===== config.mk =====
export PLATFORM = sky130hd
export DESIGN_NAME = multiword_adder_seq_flat
export DESIGN_NICKNAME = d
export VERILOG_FILES = /design/src/rtl/multiword_adder_seq_pkg.sv /design/src/rtl/multiword_adder_seq_if.sv /design/src/rtl/multiword_adder_seq_slice.sv /design/src/rtl/multiword_adder_seq.sv /design/src/flat_wrapper.sv
export SDC_FILE = /design/constraint.sdc
export NUM_CORES = 2
export LEC_CHECK = 0
export ABC_CLOCK_PERIOD_IN_PS = 2850
export CAP_MARGIN = 20
export CORE_AREA = 2 2 305 307
export DETAILED_ROUTE_END_ITERATION = 10
export DIE_AREA = 0 0 307 309
export PLACE_DENSITY_LB_ADDON = 0.08
export SYNTH_ARGS = -nofsm -noshare
export SYNTH_HDL_FRONTEND = slang
export SYNTH_SLANG_ARGS = --single-unit
export TNS_END_PERCENT = 5

===== constraint.sdc =====
create_clock -name clk -period 2.85 [get_ports clk]
set_input_delay 0.4275 -clock clk [delete_from_list [all_inputs] [get_ports clk]]
set_output_delay 0.4275 -clock clk [all_outputs]
set_load 0.05 [all_outputs]

===== src/rtl/multiword_adder_seq_pkg.sv =====
// Shared definitions for the sequential multiword adder: FSM state
// encoding, counter-width and operand-width helpers.
package madd_pkg;

  typedef enum logic [1:0] {IDLE, RUN, DONE} state_t;

  // Counter width for a given slice count; a single-slice build still keeps one bit.
  function automatic int madd_cnt_w(int k);
    return (k > 1) ? $clog2(k) : 1;
  endfunction

  // Full operand width from slice width and slice count.
  function automatic int madd_width(int n, int k);
    return n * k;
  endfunction

  // Counter width of the default configuration (K = 4).
  localparam int MADD_CNT_W = madd_cnt_w(4);

endpackage


===== src/rtl/multiword_adder_seq_if.sv =====
// Operand/result handshake bundle for multiword_adder_seq.
// The sub line exists only when MULTIWORD_ADDER_SEQ_SUB_EN is defined.
interface multiword_adder_seq_if #(
  parameter int N = 64,
  parameter int K = 4
) ();
  import madd_pkg::*;

  localparam int W = madd_width(N, K);

  logic         in_valid;
  logic         in_ready;
  logic [W-1:0] a;
  logic [W-1:0] b;
`ifdef MULTIWORD_ADDER_SEQ_SUB_EN
  logic         sub;
`endif
  logic         out_valid;
  logic         out_ready;
  logic [W-1:0] sum;
  logic         cout;

`ifdef MULTIWORD_ADDER_SEQ_SUB_EN
  modport master (output in_valid, a, b, sub, out_ready,
                  input  in_ready, out_valid, sum, cout);
  modport slave  (input  in_valid, a, b, sub, out_ready,
                  output in_ready, out_valid, sum, cout);
`else
  modport master (output in_valid, a, b, out_ready,
                  input  in_ready, out_valid, sum, cout);
  modport slave  (input  in_valid, a, b, out_ready,
                  output in_ready, out_valid, sum, cout);
`endif

endinterface


===== src/rtl/multiword_adder_seq_slice.sv =====
// prefix_slice_adder: N-bit combinational Kogge-Stone adder with carry in/out.
// The carry-in is folded into the bit-0 generate term so the prefix tree
// yields every bit carry, including the one out of the top bit.
module prefix_slice_adder #(
  parameter int N = 64
) (
  input  logic [N-1:0] a_i,
  input  logic [N-1:0] b_i,
  input  logic         cin_i,
  output logic [N-1:0] sum_o,
  output logic         cout_o
);

  localparam int LV = $clog2(N);

  logic [N-1:0] p_bit;
  logic [N-1:0] g_cur;
  logic [N-1:0] p_cur;
  logic [N-1:0] g_nxt;
  logic [N-1:0] p_nxt;

  // Prefix tree: level lv combines each bit with the group 2**lv below it.
  always_comb begin
    p_bit    = a_i ^ b_i;
    g_cur    = a_i & b_i;
    g_cur[0] = g_cur[0] | (p_bit[0] & cin_i);
    p_cur    = p_bit;
    g_nxt    = g_cur;
    p_nxt    = p_cur;
    for (int lv = 0; lv < LV; lv++) begin
      g_nxt = g_cur;
      p_nxt = p_cur;
      for (int i = (1 << lv); i < N; i++) begin
        g_nxt[i] = g_cur[i] | (p_cur[i] & g_cur[i - (1 << lv)]);
        p_nxt[i] = p_cur[i] & p_cur[i - (1 << lv)];
      end
      g_cur = g_nxt;
      p_cur = p_nxt;
    end
    sum_o  = p_bit ^ {g_cur[N-2:0], cin_i};
    cout_o = g_cur[N-1];
  end

endmodule


===== src/rtl/multiword_adder_seq.sv =====
// multiword_adder_seq: adds two N*K-bit operands one N-bit slice per cycle
// through a single prefix_slice_adder, carrying between slices in a register.
// Optional feature: define MULTIWORD_ADDER_SEQ_SUB_EN to add a sub input
// (A-B via inverted B and carry-in of 1; cout=1 then means no borrow).
module multiword_adder_seq
  import madd_pkg::*;
#(
  parameter int N = 64,
  parameter int K = 4
) (
  input  logic                 clk,
  input  logic                 rst_n,
  multiword_adder_seq_if.slave bus
);

  localparam int W  = madd_width(N, K);
  localparam int CW = madd_cnt_w(K);

  state_t          state_q, state_d;
  logic [CW-1:0]   cnt_q, cnt_d;
  logic            carry_q, carry_d;
  logic [W-1:0]    a_q, a_d;
  logic [W-1:0]    b_q, b_d;
  logic [W-1:0]    sum_q, sum_d;
  logic            cout_q, cout_d;
  logic [N-1:0]    slice_s;
  logic            slice_c;
  logic            sub_w;
  logic [W+N-1:0]  sum_cat;

`ifdef MULTIWORD_ADDER_SEQ_SUB_EN
  assign sub_w = bus.sub;
`else
  assign sub_w = 1'b0;
`endif

  prefix_slice_adder #(.N(N)) u_slice (
    .a_i    (a_q[N-1:0]),
    .b_i    (b_q[N-1:0]),
    .cin_i  (carry_q),
    .sum_o  (slice_s),
    .cout_o (slice_c)
  );

  // New slice result enters the sum register from the top.
  assign sum_cat = {slice_s, sum_q};

  // Next-state and datapath steering; everything holds unless a state acts.
  always_comb begin
    state_d = state_q;
    cnt_d   = cnt_q;
    carry_d = carry_q;
    a_d     = a_q;
    b_d     = b_q;
    sum_d   = sum_q;
    cout_d  = cout_q;
    case (state_q)
      IDLE: begin
        if (bus.in_valid) begin
          a_d     = bus.a;
          b_d     = sub_w ? ~bus.b : bus.b;
          carry_d = sub_w;
          cnt_d   = '0;
          state_d = RUN;
        end
      end
      RUN: begin
        a_d     = a_q >> N;
        b_d     = b_q >> N;
        sum_d   = sum_cat[W+N-1:N];
        carry_d = slice_c;
        cnt_d   = cnt_q + 1'b1;
        if (cnt_q == CW'(K - 1)) begin
          cout_d  = slice_c;
          state_d = DONE;
        end
      end
      DONE: begin
        if (bus.out_ready) state_d = IDLE;
      end
      default: state_d = IDLE;
    endcase
  end

  // State and datapath registers, all cleared by reset.
  always_ff @(posedge clk or negedge rst_n) begin
    if (!rst_n) begin
      state_q <= IDLE;
      cnt_q   <= '0;
      carry_q <= 1'b0;
      a_q     <= '0;
      b_q     <= '0;
      sum_q   <= '0;
      cout_q  <= 1'b0;
    end else begin
      state_q <= state_d;
      cnt_q   <= cnt_d;
      carry_q <= carry_d;
      a_q     <= a_d;
      b_q     <= b_d;
      sum_q   <= sum_d;
      cout_q  <= cout_d;
    end
  end

  assign bus.in_ready  = (state_q == IDLE);
  assign bus.out_valid = (state_q == DONE);
  assign bus.sum       = sum_q;
  assign bus.cout      = cout_q;

endmodule

===== src/flat_wrapper.sv =====
// flat-port wrapper written by rule: the top's interface ports become plain ports
module multiword_adder_seq_flat import madd_pkg::*;
#(
  parameter int N = 64,
  parameter int K = 4
)
  (clk, rst_n, bus_in_valid, bus_a, bus_b, bus_out_ready, bus_in_ready, bus_out_valid, bus_sum, bus_cout);
  multiword_adder_seq_if #(.N(N), .K(K)) bus_i ();
  input  logic clk;
  input  logic rst_n;
  input wire logic [$bits(bus_i.in_valid)-1:0] bus_in_valid;
  input wire logic [$bits(bus_i.a)-1:0] bus_a;
  input wire logic [$bits(bus_i.b)-1:0] bus_b;
  input wire logic [$bits(bus_i.out_ready)-1:0] bus_out_ready;
  output wire logic [$bits(bus_i.in_ready)-1:0] bus_in_ready;
  output wire logic [$bits(bus_i.out_valid)-1:0] bus_out_valid;
  output wire logic [$bits(bus_i.sum)-1:0] bus_sum;
  output wire logic [$bits(bus_i.cout)-1:0] bus_cout;
  assign bus_i.in_valid = bus_in_valid;
  assign bus_i.a = bus_a;
  assign bus_i.b = bus_b;
  assign bus_i.out_ready = bus_out_ready;
  assign bus_in_ready = bus_i.in_ready;
  assign bus_out_valid = bus_i.out_valid;
  assign bus_sum = bus_i.sum;
  assign bus_cout = bus_i.cout;
  multiword_adder_seq #(.N(N), .K(K)) u_core (.clk(clk), .rst_n(rst_n), .bus(bus_i));
endmodule

; ---- After elaboration in Yosys (flattened, before gate mapping)
; Index checks and enable logic that the tools add are counted.
[classes]
n_addsub = 1
n_eq_ne = 6
n_bitwise = 905
reduce_logical = 5
muxes = 12
[ops]
columns = op, count
row1 = $pmux W256 S2, 2
row2 = $and A1 B1 Y1, 580
row3 = $mux W256, 2
row4 = $or A1 B1 Y1, 322
row5 = $xor A64 B64 Y64, 2
row6 = $and A64 B64 Y64, 1
row7 = $mux W2, 4
row8 = $pmux W2 S3, 1
row9 = $eq A2 B2 Y1 const B, 2
row10 = $ne A2 B2 Y1 const B, 2
row11 = $pmux W2 S2, 1
row12 = $reduce_and A2 Y1, 2
row13 = $reduce_and A3 Y1, 1
row14 = $add A2 B1 Y2 const B, 1
row15 = $eq A2 B1 Y1 const B, 1
row16 = $logic_not A2 Y1, 1
row17 = $ne A2 B1 Y1 const B, 1
row18 = $pmux W1 S2, 1
row19 = $reduce_bool A2 Y1, 1
row20 = $mux W1, 1
[word_totals]
inputBits = 516
regBits = 774

; ---- Longest topological paths before layout
[depth]
ltp_word = 16
ltp_mapped = 12
depth_no_buf = 12

; ---- Hierarchy
; From an unflattened synthesis, not the netlist that was laid out.
[hier_totals]
cells_unflattened = 3460
hier_area_um2 = 34978.5
[by_module_without_submodules]
columns = module, cells_per_inst, area_each_um2, n_inst
row1 = multiword_adder_seq, 2857, 30885.9, 1
row2 = prefix_slice_adder, 603, 4092.7, 1

; ---- Worst setup path after synthesis
; Ideal clock, no wire load.
[synth_timing]
path_kind = reg-to-reg
from = reg u_core.b_q[13]
to = reg u_core.sum_q[247], in the netlist u_core.bus.sum[247]
setup_ns = 0.126
synth_period_minus_slack_ns = 3.000
setup_slack_ns = -0.150
t_arrival_ns = 2.874
path_stages_with_launch = 12
t_required_ns = 2.724
n_path_buf = 1
cell_sequence = dfrtp_1 > ha_1 > clkbuf_1 > nand2_1 > or4_1 > nor4_1 > o21ai_1 > nand4_2 > a31oi_2 > nor4_1 > mux2_1 > a221o_1
[synth_via]
elab_chain_cells = 11
[synth_lines]
columns = item, line_no
row1 = "start, declared", multiword_adder_seq.sv:23  ; logic [W-1:0] b_q, b_d;
row2 = "start signal, assigned", multiword_adder_seq.sv:92  ; b_q <= '0;
row3 = "start signal, assigned", multiword_adder_seq.sv:100  ; b_q <= b_d;
row4 = $and A64 B64 Y64 or $xor A64 B64 Y64 (tied branches), "multiword_adder_seq_slice.sv:25, multiword_adder_seq_slice.sv:24"
row5 = $and A1 B1 Y1 (on tied branches), "multiword_adder_seq_slice.sv:34, multiword_adder_seq_slice.sv:35"
row6 = "$or A1 B1 Y1, or another cell as far along", multiword_adder_seq_slice.sv:34  ; g_nxt[i] = g_cur[i] | (p_cur[i] & g_cur[i - (1 << lv)]);
row7 = $or A1 B1 Y1 or $and A1 B1 Y1 (tied branches), multiword_adder_seq_slice.sv:34
row8 = $or A1 B1 Y1, multiword_adder_seq_slice.sv:34
row9 = $and A1 B1 Y1, multiword_adder_seq_slice.sv:34
row10 = $or A1 B1 Y1, multiword_adder_seq_slice.sv:34
row11 = $or A1 B1 Y1 *, multiword_adder_seq_slice.sv:34
row12 = $and A1 B1 Y1 *, multiword_adder_seq_slice.sv:34
row13 = $or A1 B1 Y1 *, multiword_adder_seq_slice.sv:34
row14 = $xor A64 B64 Y64 *, multiword_adder_seq_slice.sv:40  ; sum_o = p_bit ^ {g_cur[N-2:0], cin_i};
row15 = "end signal, assigned", multiword_adder_seq.sv:101  ; sum_q <= sum_d;
row16 = "end, declared", multiword_adder_seq.sv:24  ; logic [W-1:0] sum_q, sum_d;
; Every way passes the cells marked *; elsewhere a longest branch is shown, timed or not.
; A chain may end at the register's enable or synchronous reset.

; ---- Final worst setup path
[layout_timing]
from = reg u_core.b_q[0]
to = reg u_core.sum_q[247], in the netlist u_core.bus.sum[247]
[layout_via]
elab_chain_cells = 12
[layout_lines]
columns = item, line_no
row1 = $xor A64 B64 Y64, multiword_adder_seq_slice.sv:24  ; p_bit = a_i ^ b_i;
row2 = $and A1 B1 Y1, multiword_adder_seq_slice.sv:26  ; g_cur[0] = g_cur[0] | (p_bit[0] & cin_i);
row3 = $or A1 B1 Y1 *, multiword_adder_seq_slice.sv:26
row4 = $and A1 B1 Y1 *, multiword_adder_seq_slice.sv:34
row5 = $or A1 B1 Y1 *, multiword_adder_seq_slice.sv:34
row6 = $and A1 B1 Y1 *, multiword_adder_seq_slice.sv:34
row7 = $or A1 B1 Y1 *, multiword_adder_seq_slice.sv:34
row8 = $and A1 B1 Y1 *, multiword_adder_seq_slice.sv:34
row9 = $or A1 B1 Y1 *, multiword_adder_seq_slice.sv:34
row10 = $and A1 B1 Y1 *, multiword_adder_seq_slice.sv:34
row11 = $or A1 B1 Y1 *, multiword_adder_seq_slice.sv:34
row12 = $xor A64 B64 Y64 *, multiword_adder_seq_slice.sv:40
; Marks and branches as above.

==> results.yml <==
power:
  power_per_cell_area_nw_per_um2: 1550
  ir_drop_mv: 0.761
  power_mw: 75.7
  p_leak_nw: 22.2
floorplan:
  die_h_microns: 309
  die_area_sq_um: 94900
  core_sq_um: 91400
  num_rows: 111
  pin_count: 775
  die_w_microns: 307
  initial_core_util_pct: 38.3
finish:
  final_cell_mix: "nand2_1, dfrtp_1, clkdlybuf4s50_1"
  area_growth_pct: 39.8
  final_cell_count_no_fill: 6083
  drive_above_1_share_pct: 8.88
  finalNetCount: 5383
  layout_commonest_cell: "nand2_1"
  finalInstanceArea_sq_um: 48900
synthesis:
  synth_nets: 4580
  synthCells: 3998
  synth-seq-cells: 774
  synth.distinct_cells: 69
  yosysTopAreaCell: "dfrtp_1"
  synth-main-ff-cell: "dfrtp_1"
  netlist_top_cells_area: "dfrtp_1, nand2_1, a31oi_1"
  synth_area_sq_um: 35000
  seq_area_frac_synth_pct: 55.4
  yosysTopAreaCellShare_pct: 55.4
  synth_warnings: 0
  synth_edf_count: 0
  synthArstFlopShare_pct: 100
  avgSynthCellArea_sq_um: 8.75
timing:
  drv_slew: 0
  fmax_mhz: 339
  tightestPinTransition_ns: 0.689
  fin_crit_ns: 2.95
  relSlewSlack_pct: 53.9
  setup-violations-final: 13
  rsz0062_at_grt: "true"
  finalHoldViolations: 0
  fin_ws_ns: -0.0998
  fin_setup_tns_ns: -0.752
  finClkSkew_ns: 0.0505
  whs_ns: 0.290
  finalCritPeriodShare_pct: 104
critical_path:
  r2r_end: "u_core.bus.sum[247]"
  path_max_fanout: 4
  ff2ff_path_depth: 10
  worstPathRequired_ns: 3.38
  ff2ff_setup_slack_ns: -0.1
  max_stage_delay_ns: 0.40
  reg2reg_from: "u_core.b_q[0]"
  path_cells: "fa_2, a21o_1, and4_1, o311a_1, o21ai_2, nand4_4, a31oi_4, nor4_4, mux2_4, a221o_1"
  worstSetupStartpointType: "register"
  cp-startpoint: "u_core.b_q[0]"
  path_class: "reg2reg"
  cp.arrival_ns: 3.48
  slowest_stage: "dfrtp_1"
  worstSetupEndpointType: "register"
global_route:
  antenna_found_initial: 43
  track_usage_pct: 28.2
  grt_pass1_wl_mm: 202
  grt_pass1_vias: 31482
  grt_start_max_net_pins: 106
  overflow: 0
drt:
  ant_nets: 0
  vias: 31659
  drt-pass1-iter-count: 5
  drt-vias-per-instance: 5.20
  drtIter0Drc: 2301
  wl_per_cell_microns: 22.3
  drt_wl_total_mm: 136
  route.detailed.drc: 0
clock_tree:
  clockBufferDepth: 3
  cts_root_buffer: "clkbuf_16"
  clk_pin_slew_ns: 0.06
  cts.sinks: 774
  numCtsBuffers: 87
  cts-htree-levels: 3
  insertion_delay_ns: 0.68
  cts_tree: "built"
placement:
  dp.cells: 5889
  place_area_sq_um: 45500
  hpwl_mm: 104
  io_buffers: 774
  gp_congestion: 0.895
run:
  drv_cap: 0
status:
  status: "complete, but fails checks"
  violations: "negative setup slack"
worst_hold_path:
  hold_path.class: "in2async"
## layout make-up
cell class              instances  area (sq um)
diodes                         30          75.1
fillers                      8699         42500
clock inverters                28           394
multi-input cells            2917         14900
inverters                      23          86.3
repair buffers                998         10000
flip-flops and latches        774         19400
well taps                    1186          1480
clock buffers                 127          2540
## through the flow
| stage | worst slack, ns | util [%] |
|---|---|---|
| after floorplan | -0.0176 | - |
| after global placement | -0.269 | 49.8 |
| after detailed placement | -0.285 | 49.8 |
| after CTS | -0.171 | 53.2 |
| after global routing | -0.198 | 53.5 |
| final | -0.0998 | 53.5 |
## critical path: cells and delay by family (launching register included)
kind | cells | cell delay [ns]
flip-flops | 1 | 0.40
AND/OR/NAND/NOR | 3 | 0.41
adder cells (fa/ha/maj) | 1 | 0.39
AO/OA/AOI/OAI | 5 | 1.32
multiplexers | 1 | 0.30
## state kept, by name, summed over array words and instances, names as in the netlist
register / cells
u_core.cnt_q: 2
u_core.a_q: 256
u_core.state_q: 2
u_core.carry_q: 1
u_core.bus.sum: 256
u_core.b_q: 256
u_core.bus.cout: 1
## cell families after synthesis
family / after synthesis / synth area share, %
xor gates and xnor gates: 56 / 1.40
DFF: 774 / 55.4
muxes: 3 / 0.0930
buffers and inverters: 307 / 3.32
adders and majority gates: 66 / 2.40
AOI/OAI and AO/OA: 802 / 15.4
and+or+nand+nor: 1990 / 22.0
## report_power, final
group	leakage [nW]	total (mW)	internal, mW	switching [mW]
clock network	1.44	11.6	6.77	4.84
logic	11.3	43.2	16.0	27.1
registers	9.49	20.9	16.5	4.42
total	22.2	75.7	39.3	36.4
## synth_stat cells, types with 30 or more instances
cell type,n
a31oi_1,388
nor2_1,427
o21ai_0,46
a21oi_1,76
xnor2_1,30
nand2_1,1463
o21ai_1,48
a22o_1,130
dfrtp_1,774
ha_1,64
a21o_1,30
clkbuf_1,255
## layer usage
layer | global-route usage (%) | part of all wire (%) | vias to the layer above
li1 | - | - | 15144
met1 | 36.4 | 43 | 15436
met2 | 47.2 | 49 | 861
met3 | 5.36 | 5.7 | 192
met4 | 10.0 | 2.8 | 26
met5 | 0 | 0.12 | -
## repair_timing
action,in CTS,in global routing
pin swaps,23,31
resized for setup,35,28
hold buffers,1,0
endpoints found under the hold margin,37,0
setup buffers,3,5
setup endpoints to repair,28,39
gates cloned,0,0
## worst max path at each step
stage | to | slack [ns] | depth (start not counted)
final | u_core.bus.sum[247] | -0.1 | 10
after global routing | u_core.bus.sum[254] | -0.20 | 10
after CTS | u_core.bus.sum[247] | -0.17 | 10
after detailed placement | u_core.bus.sum[253] | -0.28 | 11
after global placement | u_core.bus.sum[253] | -0.27 | 11
after floorplan | u_core.bus.sum[247] | -0.02 | 10
Note: power is estimated with default switching activity, not from simulation.
